### config.mk
export PLATFORM = sky130hd
export DESIGN_NAME = capture_ctrl
export DESIGN_NICKNAME = d
export VERILOG_FILES = /design/src/rtl/capture_pkg.sv /design/src/rtl/trigger_detect.sv /design/src/rtl/capture_ctrl.sv
export SDC_FILE = /design/constraint.sdc
export NUM_CORES = 1
export LEC_CHECK = 0
export BUFFER_PORTS_ARGS = -buffer_cell sky130_fd_sc_hd__buf_4
export CELL_PAD_IN_SITES_DETAIL_PLACEMENT = 0
export CELL_PAD_IN_SITES_GLOBAL_PLACEMENT = 2
export CORE_MARGIN = 2
export CORE_UTILIZATION = 34
export DETAILED_ROUTE_END_ITERATION = 8
export PLACE_DENSITY_LB_ADDON = 0.1
export SYNTH_ARGS = -nofsm -noshare
export SYNTH_HDL_FRONTEND = slang
export SYNTH_SLANG_ARGS = --single-unit
### constraint.sdc
create_clock -name clk_i -period 3.65 [get_ports clk_i]
set_clock_uncertainty 0.2 [all_clocks]
set_input_delay 0.1825 -clock clk_i [delete_from_list [all_inputs] [get_ports clk_i]]
set_output_delay 0.1825 -clock clk_i [all_outputs]
set_load 0.05 [all_outputs]
### src/rtl/capture_pkg.sv
// capture_pkg
//   Shared types and constants for the capture write-side sequencer.
//   - cap_state_e : acquisition FSM states
//   - EDGE_RISING / EDGE_FALLING : encodings of the edge_i select input
package capture_pkg;

    typedef enum logic [2:0] {
        IDLE  = 3'd0,
        PRE   = 3'd1,
        ARMED = 3'd2,
        POST  = 3'd3,
        DONE  = 3'd4
    } cap_state_e;

    localparam logic EDGE_RISING  = 1'b0;
    localparam logic EDGE_FALLING = 1'b1;

endpackage

### src/rtl/trigger_detect.sv
// trigger_detect
//   Level-crossing detector for the armed phase. Holds the previous accepted
//   sample and flags a crossing of level_i by the current sample.
//   Ports:
//     clk_i, rst_i   write-domain clock, async active-low reset
//     clr_i          drop the stored sample (held while the sequencer is idle)
//     load_i         store sample_i as the new previous sample
//     sample_i       current sample
//     level_i        threshold, unsigned
//     edge_i         EDGE_RISING / EDGE_FALLING
//     hit_o          combinational: crossing between stored and current sample
module trigger_detect
    import capture_pkg::*;
#(
    parameter int DATA_WIDTH = 8
) (
    input  logic                  clk_i,
    input  logic                  rst_i,
    input  logic                  clr_i,
    input  logic                  load_i,
    input  logic [DATA_WIDTH-1:0] sample_i,
    input  logic [DATA_WIDTH-1:0] level_i,
    input  logic                  edge_i,
    output logic                  hit_o
);

    logic [DATA_WIDTH-1:0] prev_q;
    logic                  prev_vld_q;

    always_ff @(posedge clk_i or negedge rst_i) begin
        if (!rst_i) begin
            prev_q     <= '0;
            prev_vld_q <= 1'b0;
        end else if (clr_i) begin
            prev_q     <= '0;
            prev_vld_q <= 1'b0;
        end else if (load_i) begin
            prev_q     <= sample_i;
            prev_vld_q <= 1'b1;
        end
    end

    // No crossing can be judged until one sample has been seen in the armed phase.
    always_comb begin
        hit_o = 1'b0;
        if (prev_vld_q) begin
            if (edge_i == EDGE_FALLING)
                hit_o = (prev_q >= level_i) && (sample_i < level_i);
            else
                hit_o = (prev_q < level_i) && (sample_i >= level_i);
        end
    end

endmodule

### src/rtl/capture_ctrl.sv
// capture_ctrl
//   Write-side sequencer for the sample FIFO. Runs pre-trigger, armed and
//   post-trigger acquisition on ADC samples and drives the FIFO write strobe
//   and data one cycle after each accepted sample.
//   Optional feature: define CAPTURE_DECIM_EN to add decim_i[7:0], a prescaler
//   that accepts every (decim_i+1)-th valid sample.
//   Ports:
//     clk_i, rst_i        write clock, async active-low reset
//     start_i, abort_i    acquisition control pulses
//     sample_i/_vld_i     ADC sample stream
//     level_i, edge_i     trigger threshold and direction
//     force_trig_i        force trigger on next accepted sample while armed
//     pre_len_i/post_len_i  lengths, captured at start
//     fifo_full_i         FIFO full flag from the write pointer
//     wr_inc_o, wr_data_o FIFO write strobe and data
//     busy_o, triggered_o, done_o, overflow_o  status (all registered)
module capture_ctrl
    import capture_pkg::*;
#(
    parameter int DATA_WIDTH = 8,
    parameter int CNT_WIDTH  = 16
) (
    input  logic                  clk_i,
    input  logic                  rst_i,
    input  logic                  start_i,
    input  logic                  abort_i,
    input  logic [DATA_WIDTH-1:0] sample_i,
    input  logic                  sample_vld_i,
    input  logic [DATA_WIDTH-1:0] level_i,
    input  logic                  edge_i,
    input  logic                  force_trig_i,
    input  logic [CNT_WIDTH-1:0]  pre_len_i,
    input  logic [CNT_WIDTH-1:0]  post_len_i,
    input  logic                  fifo_full_i,
`ifdef CAPTURE_DECIM_EN
    input  logic [7:0]            decim_i,
`endif
    output logic                  wr_inc_o,
    output logic [DATA_WIDTH-1:0] wr_data_o,
    output logic                  busy_o,
    output logic                  triggered_o,
    output logic                  done_o,
    output logic                  overflow_o
);

    cap_state_e            state_q, state_d;
    logic [CNT_WIDTH-1:0]  cnt_q, cnt_d, cnt_inc;
    logic [CNT_WIDTH-1:0]  pre_len_q, pre_len_d;
    logic [CNT_WIDTH-1:0]  post_len_q, post_len_d;
    logic                  force_pend_q, force_pend_d;
    logic                  trig_q, trig_d;
    logic                  ovf_q, ovf_d;
    logic                  wr_inc_q, wr_inc_d;
    logic [DATA_WIDTH-1:0] wr_data_q, wr_data_d;
    logic                  done_q, done_d;
    logic                  busy_q, busy_d;
    logic                  do_write;
    logic                  accept;
    logic                  hit;

    // ---------------------------------------------------------------
    // Sample acceptance (optional decimation)
    // ---------------------------------------------------------------
`ifdef CAPTURE_DECIM_EN
    logic [7:0] dec_cnt_q;

    assign accept = sample_vld_i && (dec_cnt_q == decim_i);

    // Held at zero while idle so every acquisition starts a fresh phase.
    always_ff @(posedge clk_i or negedge rst_i) begin
        if (!rst_i)
            dec_cnt_q <= '0;
        else if (state_q == IDLE)
            dec_cnt_q <= '0;
        else if (sample_vld_i)
            dec_cnt_q <= accept ? 8'd0 : dec_cnt_q + 8'd1;
    end
`else
    assign accept = sample_vld_i;
`endif

    // ---------------------------------------------------------------
    // Trigger detection
    // ---------------------------------------------------------------
    trigger_detect #(.DATA_WIDTH(DATA_WIDTH)) u_trig (
        .clk_i    (clk_i),
        .rst_i    (rst_i),
        .clr_i    (state_q == IDLE),
        .load_i   ((state_q == ARMED) && accept && !abort_i),
        .sample_i (sample_i),
        .level_i  (level_i),
        .edge_i   (edge_i),
        .hit_o    (hit)
    );

    // Counters count samples in time, so they stop at all-ones rather than wrap.
    assign cnt_inc = (cnt_q == '1) ? cnt_q : cnt_q + 1'b1;

    // ---------------------------------------------------------------
    // FSM next state and registered-output next values
    // ---------------------------------------------------------------
    always_comb begin
        state_d      = state_q;
        cnt_d        = cnt_q;
        pre_len_d    = pre_len_q;
        post_len_d   = post_len_q;
        force_pend_d = force_pend_q;
        trig_d       = trig_q;
        ovf_d        = ovf_q;
        wr_inc_d     = 1'b0;
        wr_data_d    = wr_data_q;
        do_write     = 1'b0;

        if (abort_i && (state_q != IDLE)) begin
            // Abort drops the current sample and never reaches DONE.
            state_d = IDLE;
        end else begin
            unique case (state_q)
                IDLE: begin
                    if (start_i && !abort_i) begin
                        pre_len_d    = pre_len_i;
                        post_len_d   = (post_len_i == '0) ? CNT_WIDTH'(1) : post_len_i;
                        cnt_d        = '0;
                        trig_d       = 1'b0;
                        ovf_d        = 1'b0;
                        force_pend_d = 1'b0;
                        state_d      = (pre_len_i == '0) ? ARMED : PRE;
                    end
                end
                PRE: begin
                    if (accept) begin
                        do_write = 1'b1;
                        cnt_d    = cnt_inc;
                        if (cnt_inc == pre_len_q)
                            state_d = ARMED;
                    end
                end
                ARMED: begin
                    if (accept) begin
                        if (hit || force_trig_i || force_pend_q) begin
                            do_write     = 1'b1;
                            trig_d       = 1'b1;
                            force_pend_d = 1'b0;
                            cnt_d        = CNT_WIDTH'(1);
                            state_d      = (post_len_q == CNT_WIDTH'(1)) ? DONE : POST;
                        end
                    end else if (force_trig_i) begin
                        // Forced trigger waits for a sample to write.
                        force_pend_d = 1'b1;
                    end
                end
                POST: begin
                    if (accept) begin
                        do_write = 1'b1;
                        cnt_d    = cnt_inc;
                        if (cnt_inc == post_len_q)
                            state_d = DONE;
                    end
                end
                DONE: begin
                    state_d = IDLE;
                end
                default: begin
                    state_d = IDLE;
                end
            endcase

            // A full FIFO drops the sample but the count already advanced.
            if (do_write) begin
                if (fifo_full_i) begin
                    ovf_d = 1'b1;
                end else begin
                    wr_inc_d  = 1'b1;
                    wr_data_d = sample_i;
                end
            end
        end

        done_d = (state_d == DONE);
        busy_d = (state_d != IDLE);
    end

    always_ff @(posedge clk_i or negedge rst_i) begin
        if (!rst_i) begin
            state_q      <= IDLE;
            cnt_q        <= '0;
            pre_len_q    <= '0;
            post_len_q   <= '0;
            force_pend_q <= 1'b0;
            trig_q       <= 1'b0;
            ovf_q        <= 1'b0;
            wr_inc_q     <= 1'b0;
            wr_data_q    <= '0;
            done_q       <= 1'b0;
            busy_q       <= 1'b0;
        end else begin
            state_q      <= state_d;
            cnt_q        <= cnt_d;
            pre_len_q    <= pre_len_d;
            post_len_q   <= post_len_d;
            force_pend_q <= force_pend_d;
            trig_q       <= trig_d;
            ovf_q        <= ovf_d;
            wr_inc_q     <= wr_inc_d;
            wr_data_q    <= wr_data_d;
            done_q       <= done_d;
            busy_q       <= busy_d;
        end
    end

    assign wr_inc_o    = wr_inc_q;
    assign wr_data_o   = wr_data_q;
    assign busy_o      = busy_q;
    assign triggered_o = trig_q;
    assign done_o      = done_q;
    assign overflow_o  = ovf_q;

endmodule

==> out/metrics.cfg, run 1 <==
[floorplanning]
initial_utilization = 0.350
io-pin-count = 69
die_x_um = 121
rows = 42
die_h_um = 121
die_area_um2 = 14700
core_area_um2 = 13300

[setup_path]
worst-setup-path-type = in -> reg
critPathMaxStageDelay_ps = 530
critPathCaptureType = flop
critical_path.cell_chain = dlygate4sd3_1 -> buf_4 -> inv_1 -> ha_1 -> nand2b_1 -> a2111o_1 -> a31oi_1 -> nor4_2 -> nand3b_1 -> o311a_1 -> a21oi_1 -> buf_12 -> o21ai_0 -> a22o_1
cp.required_ps = 3680
crit_path_max_fanout = 22
cpMaxStageDelayCell = dlygate4sd3_1
critPathArrivalTime_ps = 3450
startpoint_type = input pin

[worst_hold_path]
min_path_type = in -> reg

[logic_synthesis]
syn_inst = 557
ys.flop_type = dfrtp_1
avgSynthCellArea_um2 = 8.39
ys_ff_latch = 74
synth-edff-count = 0
ys_seq_area_frac = 0.396
synth_top_area_share = 0.396
ys_warn_count = 0
syn_nets = 630
synth.cells.most_frequent = nand2_1 (138), dfrtp_1 (74), a21oi_1 (34)
synth.cell_area_um2 = 4670
netlist-cell-type-count = 59
async_flop_share = 1.00
yosys-top-cells-area = dfrtp_1 (40%), nand2_1 (11%), ha_1 (4.6%)
yosys.area.top_type = dfrtp_1
yosysMostFrequentCell = nand2_1

[grt]
antenna_found_initial = 0
grt_first_pass_wirelength_mm = 24.3
grt_pass1_vias = 4580
grt_max_degree = 75
grt_use_total = 0.216
gr-total-overflow = 0

[power_and_ir_drop]
p_leak_nw = 2.93
p_per_area_nw_per_um2 = 625
peakVddDrop_uv = 378

[run_status]
outcome = complete, no violations

[drt]
antenna_left = 0
drtIter0Drc = 235
avgViaCountPerCell = 5.23
firstDrtPassIters = 5
vias = 4515
wire_per_inst_um = 17.2
totalWireLength_mm = 14.9
route.detailed.drc = 0

[sta]
grt_setup_unrepaired = no
setup_ws_ps = 238
setup_tns_ps = 0
final.period_utilization = 0.935
holdWs_ps = 49.4
relSlewSlack = 0.350
worstMarginPinSlew_ps = 974
layout_min_cycle_time_ps = 3410
finalHoldViolCount = 0
final-setup-viol-count = 0
max_freq_mhz = 293
drv_slew = 0

[layout]
area_delta_synth_final_pct = 35.0
n_antenna_cell = 0
finalInstanceArea_um2 = 6310
drive_gt1_frac = 0.199
nNetsFinal = 756

[clock_tree]
clockBufferDepth = 2
clock-sinks = 74
clock_latency_ps = 350
cts_root_buf = clkbuf_16
post-cts-setup-buffer-count = 0
cts_tree = built
htree_levels = 3
clk_pin_slew_worst_paths_ps = 60
cts_buffers = 9

[job]
maxCapViolations = 0

[placed_design]
dpl.hpwl_mm = 11.1
routabilityCongestion = 0.934
numPortBuffers = 68
dpl_cell_area_um2 = 5540
place_ws_ps = 302

## cell type report
class	instances	area, um2
clock inverters	6	87.6
multi-input cells	434	2630
flip-flops and latches	74	1850
repair buffers	144	1200
clock buffers	10	239
well taps	176	220
fillers	1385	7040
inverters	20	75.1
## per-layer routing
metal	vias up	global-route usage	wire, um
li1	2223	-	-
met1	2139	0.310	7340
met2	139	0.327	6440
met3	14	0.0569	900
met4	0	0.0438	179
met5	-	0	0
## critical path: cells and delay by family
kind,cells,cell delay (ps)
adders and majority gates,1,270
and+or+nand+nor,3,500
AOI/OAI and AO/OA,6,1600
buffers and inverters,4,880
## state kept, by name (all words and copies together), names as in the netlist
signal,cells
busy_o,1
cnt_q,16
done_o,1
force_pend_q,1
overflow_o,1
post_len_q,16
pre_len_q,16
state_q,3
triggered_o,1
u_trig.prev_q,8
u_trig.prev_vld_q,1
wr_data_o,8
wr_inc_o,1
## cell usage in the layout (no fill, tap or decap), drive strengths merged, types with 4 or more instances in the layout
cell and instances:
nand2 138, buf 101, dfrtp 74, dlygate4sd3 43, a21oi 34, o21ai 30
nor2 24, inv 22, ha 17, xnor2 15, xor2 15, a31oi 15
nor4 15, nand3 11, nand4 11, nand2b 10, mux2 10, clkbuf 10
nor3 9, and4 7, nor2b 7, a21o 5, nor3b 5, and3 4
nor4b 4
## kinds of logic (layout without fill, tap and decap cells)
family                     count (synthesis)  after routing  synth area share
adders and majority gates                 17             17            0.0455
AOI/OAI and AO/OA                        120            120             0.163
buffers and inverters                     49            180            0.0437
and+or+nand+nor                          256            256             0.268
muxes                                     11             11            0.0263
DFF                                       74             74             0.396
xor gates and xnor gates                  30             30            0.0563
## worst paths after layout
| check | from | end | slack (ps) | cells after the start |
|---|---|---|---|---|
| min in group asynchronous | rst_i | triggered_o | 340 | 2 |
| hold / removal | abort_i | u_trig.prev_q[2] | 50 | 4 |
| setup / recovery | sample_i[0] | cnt_q[0] | 240 | 14 |
| setup reg to reg | cnt_q[1] | state_q[1] | 250 | 11 |
| max in group asynchronous | rst_i | cnt_q[14] | 2280 | 2 |
| hold reg to reg | pre_len_q[9] | pre_len_q[9] | 300 | 2 |
## per-stage QoR
stage	power, mW	cells	utilization
after CTS	3.97	864	0.472
after floorplan	2.36	557	-
after global routing	4.20	864	0.472
after detailed placement	2.92	805	0.415
after global placement	2.91	805	0.415
final	3.94	864	0.472
## where the power goes
part           total, mW  switching, mW  internal (mW)
sequential          1.36          0.276           1.08
clock              0.987          0.367          0.620
combinational       1.59          0.933          0.660
## repair_timing
action / 4_1_cts / 5_1_grt
hold buffers: 43 / 0
gates resized for setup: 0 / 1
endpoints found under the setup margin: 0 / 15
hold endpoints to repair: 125 / 0
No activity file was read; power rests on OpenSTA's default activity.
==> run 2, diff against run 1 <==
--- a/config.mk
+++ b/config.mk
@@ -5,13 +5,14 @@
 export SDC_FILE = /design/constraint.sdc
 export NUM_CORES = 1
 export LEC_CHECK = 0
-export BUFFER_PORTS_ARGS = -buffer_cell sky130_fd_sc_hd__buf_4
+export BUFFER_PORTS_ARGS = -buffer_cell sky130_fd_sc_hd__buf_2
 export CELL_PAD_IN_SITES_DETAIL_PLACEMENT = 0
 export CELL_PAD_IN_SITES_GLOBAL_PLACEMENT = 2
 export CORE_MARGIN = 2
-export CORE_UTILIZATION = 34
+export CORE_UTILIZATION = 35
 export DETAILED_ROUTE_END_ITERATION = 8
 export PLACE_DENSITY_LB_ADDON = 0.1
 export SYNTH_ARGS = -nofsm -noshare
 export SYNTH_HDL_FRONTEND = slang
+export SYNTH_HIERARCHICAL = 1
 export SYNTH_SLANG_ARGS = --single-unit
==> out/metrics.cfg, run 2 <==
[layout]
final_common_cell = nand2_1  ; unchanged
fin_util = 0.459  ; was 0.472
drive_gt1_frac = 0.196  ; was 0.199
area_delta_synth_final_pct = 27.8  ; was 35.0%
top_regs = cnt_q: 16 flops, post_len_q: 16 flops, pre_len_q: 16 flops  ; unchanged
n_antenna_cell = 0  ; unchanged
nNetsFinal = 740  ; was 756
nFillCells = 1342  ; was 1385
final_cell_mix = nand2_1 (127), dfrtp_1 (74), buf_2 (67)  ; was nand2_1 (138), buf_4 (100), dfrtp_1 (74)

[clock_tree]
cts_buffers = 9  ; unchanged
htree_levels = 3  ; unchanged
clockBufferDepth = 2  ; unchanged
clk_pin_slew_worst_paths_ps = 60  ; about the same
clock-sinks = 74  ; unchanged
cts_tree = built  ; unchanged
post-cts-setup-buffer-count = 0  ; unchanged
clock_latency_ps = 340  ; was 350 ps
cts_root_buf = clkbuf_16  ; unchanged

[worst_hold_path]
hold_end = force_pend_q  ; was u_trig.prev_q[2]
holdPathStages = 3  ; was 4
worstHoldStart = sample_vld_i  ; was abort_i
min_path_type = in -> reg  ; unchanged

[sta]
grt_setup_unrepaired = no  ; unchanged
worstMarginPinSlew_ps = 966  ; was 974 ps
drv_slew = 0  ; unchanged
holdWs_ps = 18.4  ; was 49.4 ps
finalHoldViolCount = 0  ; unchanged
setup_tns_ps = 0  ; unchanged
layout_min_cycle_time_ps = 3370  ; was 3410 ps
final-setup-viol-count = 0  ; unchanged
max_freq_mhz = 297  ; was 293 MHz
relSlewSlack = 0.356  ; was 0.350
final.period_utilization = 0.924  ; was 0.935

[setup_path]
worstReg2RegStart = cnt_q[1]  ; unchanged
cp_top_family = compound AO/OA/AOI/OAI gates  ; unchanged
worst-setup-path-type = in -> reg  ; unchanged
critPathMaxStageDelay_ps = 530  ; about the same
rrSetupSlack_ps = 280  ; was 250 ps
r2r-end = state_q[1]  ; unchanged
critPathArrivalTime_ps = 3420  ; was 3450 ps
critPathCaptureType = flop  ; unchanged
cp.required_ps = 3700  ; was 3680 ps
crit_buf_inv = 3  ; was 4
cpMaxStageDelayCell = dlygate4sd3_1  ; unchanged
critical_path.cell_chain = dlygate4sd3_1 -> buf_2 -> ha_1 -> a21oi_1 -> o21ai_1 -> o21bai_1 -> o211a_1 -> o21a_1 -> or3_1 -> o21ai_0 -> o21ai_1 -> nand2_1 -> buf_4 -> nand2_1 -> o31ai_1  ; was dlygate4sd3_1 -> buf_4 -> inv_1 -> ha_1 -> nand2b_1 -> a2111o_1 -> a31oi_1 -> nor4_2 -> nand3b_1 -> o311a_1 -> a21oi_1 -> buf_12 -> o21ai_0 -> a22o_1
crit_path_max_fanout = 10  ; was 22
startpoint_type = input pin  ; unchanged
ff2ff_path_depth = 9  ; was 11

[grt]
grt_pass1_vias = 4450  ; was 4580
grt_max_degree = 75  ; unchanged
met1_usage = 0.302  ; was 0.310
grt_first_pass_wirelength_mm = 24.1  ; was 24.3 mm
gr-total-overflow = 0  ; unchanged
grt_use_total = 0.218  ; was 0.216
antenna_found_initial = 0  ; unchanged
use_met2 = 0.342  ; was 0.327
top_usage_layer = met2  ; unchanged
met3_usage = 0.0439  ; was 0.0569

[logic_synthesis]
synth-edff-count = 0  ; unchanged
yosys.area.top_type = dfrtp_1  ; unchanged
ys.flop_type = dfrtp_1  ; unchanged
synth_top_area_share = 0.388  ; was 0.396
avgSynthCellArea_um2 = 8.62  ; was 8.39 um2
yosys-top-cells-area = dfrtp_1 (39%), nand2_1 (10%), ha_1 (4.5%)  ; was dfrtp_1 (40%), nand2_1 (11%), ha_1 (4.6%)
syn_nets = 627  ; was 630
ys_warn_count = 6  ; was 0
synth.cell_area_um2 = 4770  ; was 4670 um2
synth.cells.most_frequent = nand2_1 (127), dfrtp_1 (74), a21oi_1 (35)  ; was nand2_1 (138), dfrtp_1 (74), a21oi_1 (34)
yosysMostFrequentCell = nand2_1  ; unchanged
async_flop_share = 1.00  ; unchanged
ys_ff_latch = 74  ; unchanged
syn_inst = 554  ; was 557
ys_seq_area_frac = 0.388  ; was 0.396
netlist-cell-type-count = 62  ; was 59

[placed_design]
dpl.hpwl_mm = 11.1  ; about the same
numPortBuffers = 68  ; unchanged
routabilityCongestion = 0.891  ; was 0.934

[run_status]
outcome = complete, no violations  ; unchanged

[floorplanning]
die_h_um = 121  ; about the same
die_area_um2 = 14600  ; was 14700 um2
die_x_um = 121  ; about the same
core_area_um2 = 13300  ; about the same
io-pin-count = 69  ; unchanged
rows = 42  ; unchanged
initial_utilization = 0.359  ; was 0.350

[drt]
drtIter0Drc = 249  ; was 235
route.detailed.drc = 0  ; unchanged
totalWireLength_mm = 14.9  ; about the same
firstDrtPassIters = 4  ; was 5
wire_per_inst_um = 17.5  ; was 17.2 um
vias = 4463  ; was 4515
avgViaCountPerCell = 5.26  ; was 5.23
antenna_left = 0  ; unchanged

[power_and_ir_drop]
seq_power_share = 0.381  ; was 0.345
p_int_mw = 2.12  ; was 2.36 mW
comb_power_share = 0.379  ; was 0.404
total_power_mw = 3.65  ; was 3.94 mW
peakVddDrop_uv = 255  ; was 378 uV
p_leak_nw = 2.72  ; was 2.93 nW
power_frac_clock = 0.240  ; was 0.251
p_sw_mw = 1.53  ; was 1.58 mW
p_per_area_nw_per_um2 = 599  ; was 625 nW/um2
swShare = 0.419  ; was 0.400

[job]
maxCapViolations = 0  ; unchanged

-- run 2: layout make-up --
type                    instances  area [um2]  share of cell area
clock inverters                 3        22.5             0.00369
flip-flops and latches         74        1850               0.303
well taps                     176         220              0.0361
repair buffers                133         938               0.154
inverters                      16        60.1             0.00984
clock buffers                  13         270              0.0443
multi-input cells             433        2740               0.449
-- run 2: cell families after synthesis --
group           synth area share
mux                       0.0398
buf+inv                   0.0427
compound gates             0.155
simple gates               0.272
xor+xnor                  0.0579
fa+ha+maj                 0.0446
flops                      0.388
-- run 2: worst register-to-register path, delay by kind of cell, from the launching register on --
family,cells,cell delay (ps)
adders and majority gates,1,320
DFF,1,360
xor gates and xnor gates,1,180
AOI/OAI and AO/OA,3,590
muxes,1,530
and+or+nand+nor,3,1050
-- run 2: per-layer routing --
| layer | vias to the layer above | wire length [um] | share of wire |
|---|---|---|---|
| li1 | 2216 | - | - |
| met1 | 2116 | 7270 | 0.49 |
| met2 | 113 | 6610 | 0.44 |
| met3 | 18 | 659 | 0.044 |
| met4 | 0 | 310 | 0.021 |
| met5 | - | 0 | 0 |
-- run 2: how the worst max path moves through the flow --
stage | endpoint | startpoint | cells past startpoint | slack (ps)
after CTS | wr_data_o[3] | sample_i[1] | 12 | 20
after global placement | done_o | cnt_q[3] | 8 | 190
final | cnt_q[14] | sample_i[7] | 15 | 280
after global routing | cnt_q[14] | sample_i[7] | 15 | 20
after floorplan | wr_data_o[0] | u_trig/prev_q[1] | 10 | 730
after detailed placement | wr_data_o[7] | u_trig/prev_q[7] | 10 | 210
-- run 2: repair_timing --
| item | CTS | global route |
|---|---|---|
| hold buffers | 43 | 0 |
| hold endpoints to repair | 125 | 0 |
| endpoints found under the setup margin | 0 | 15 |
| resized for setup | 0 | 4 |
-- run 2: power by group through the flow --
stage	clock network (mW)	registers (mW)	logic [mW]
finish	0.875	1.39	1.38
global route	0.942	1.44	1.54
CTS	0.895	1.40	1.39
detailed placement	0	1.41	1.35
global placement	0	1.40	1.34
floorplan	0	1.49	0.793
-- run 2: stage by stage --
step	instance area (um2)	instances	worst slack [ps]
after floorplan	4770	554	730
after global placement	5360	789	189
after detailed placement	5360	789	205
after CTS	6080	848	24.0
after global routing	6100	848	23.5
final	6100	848	277
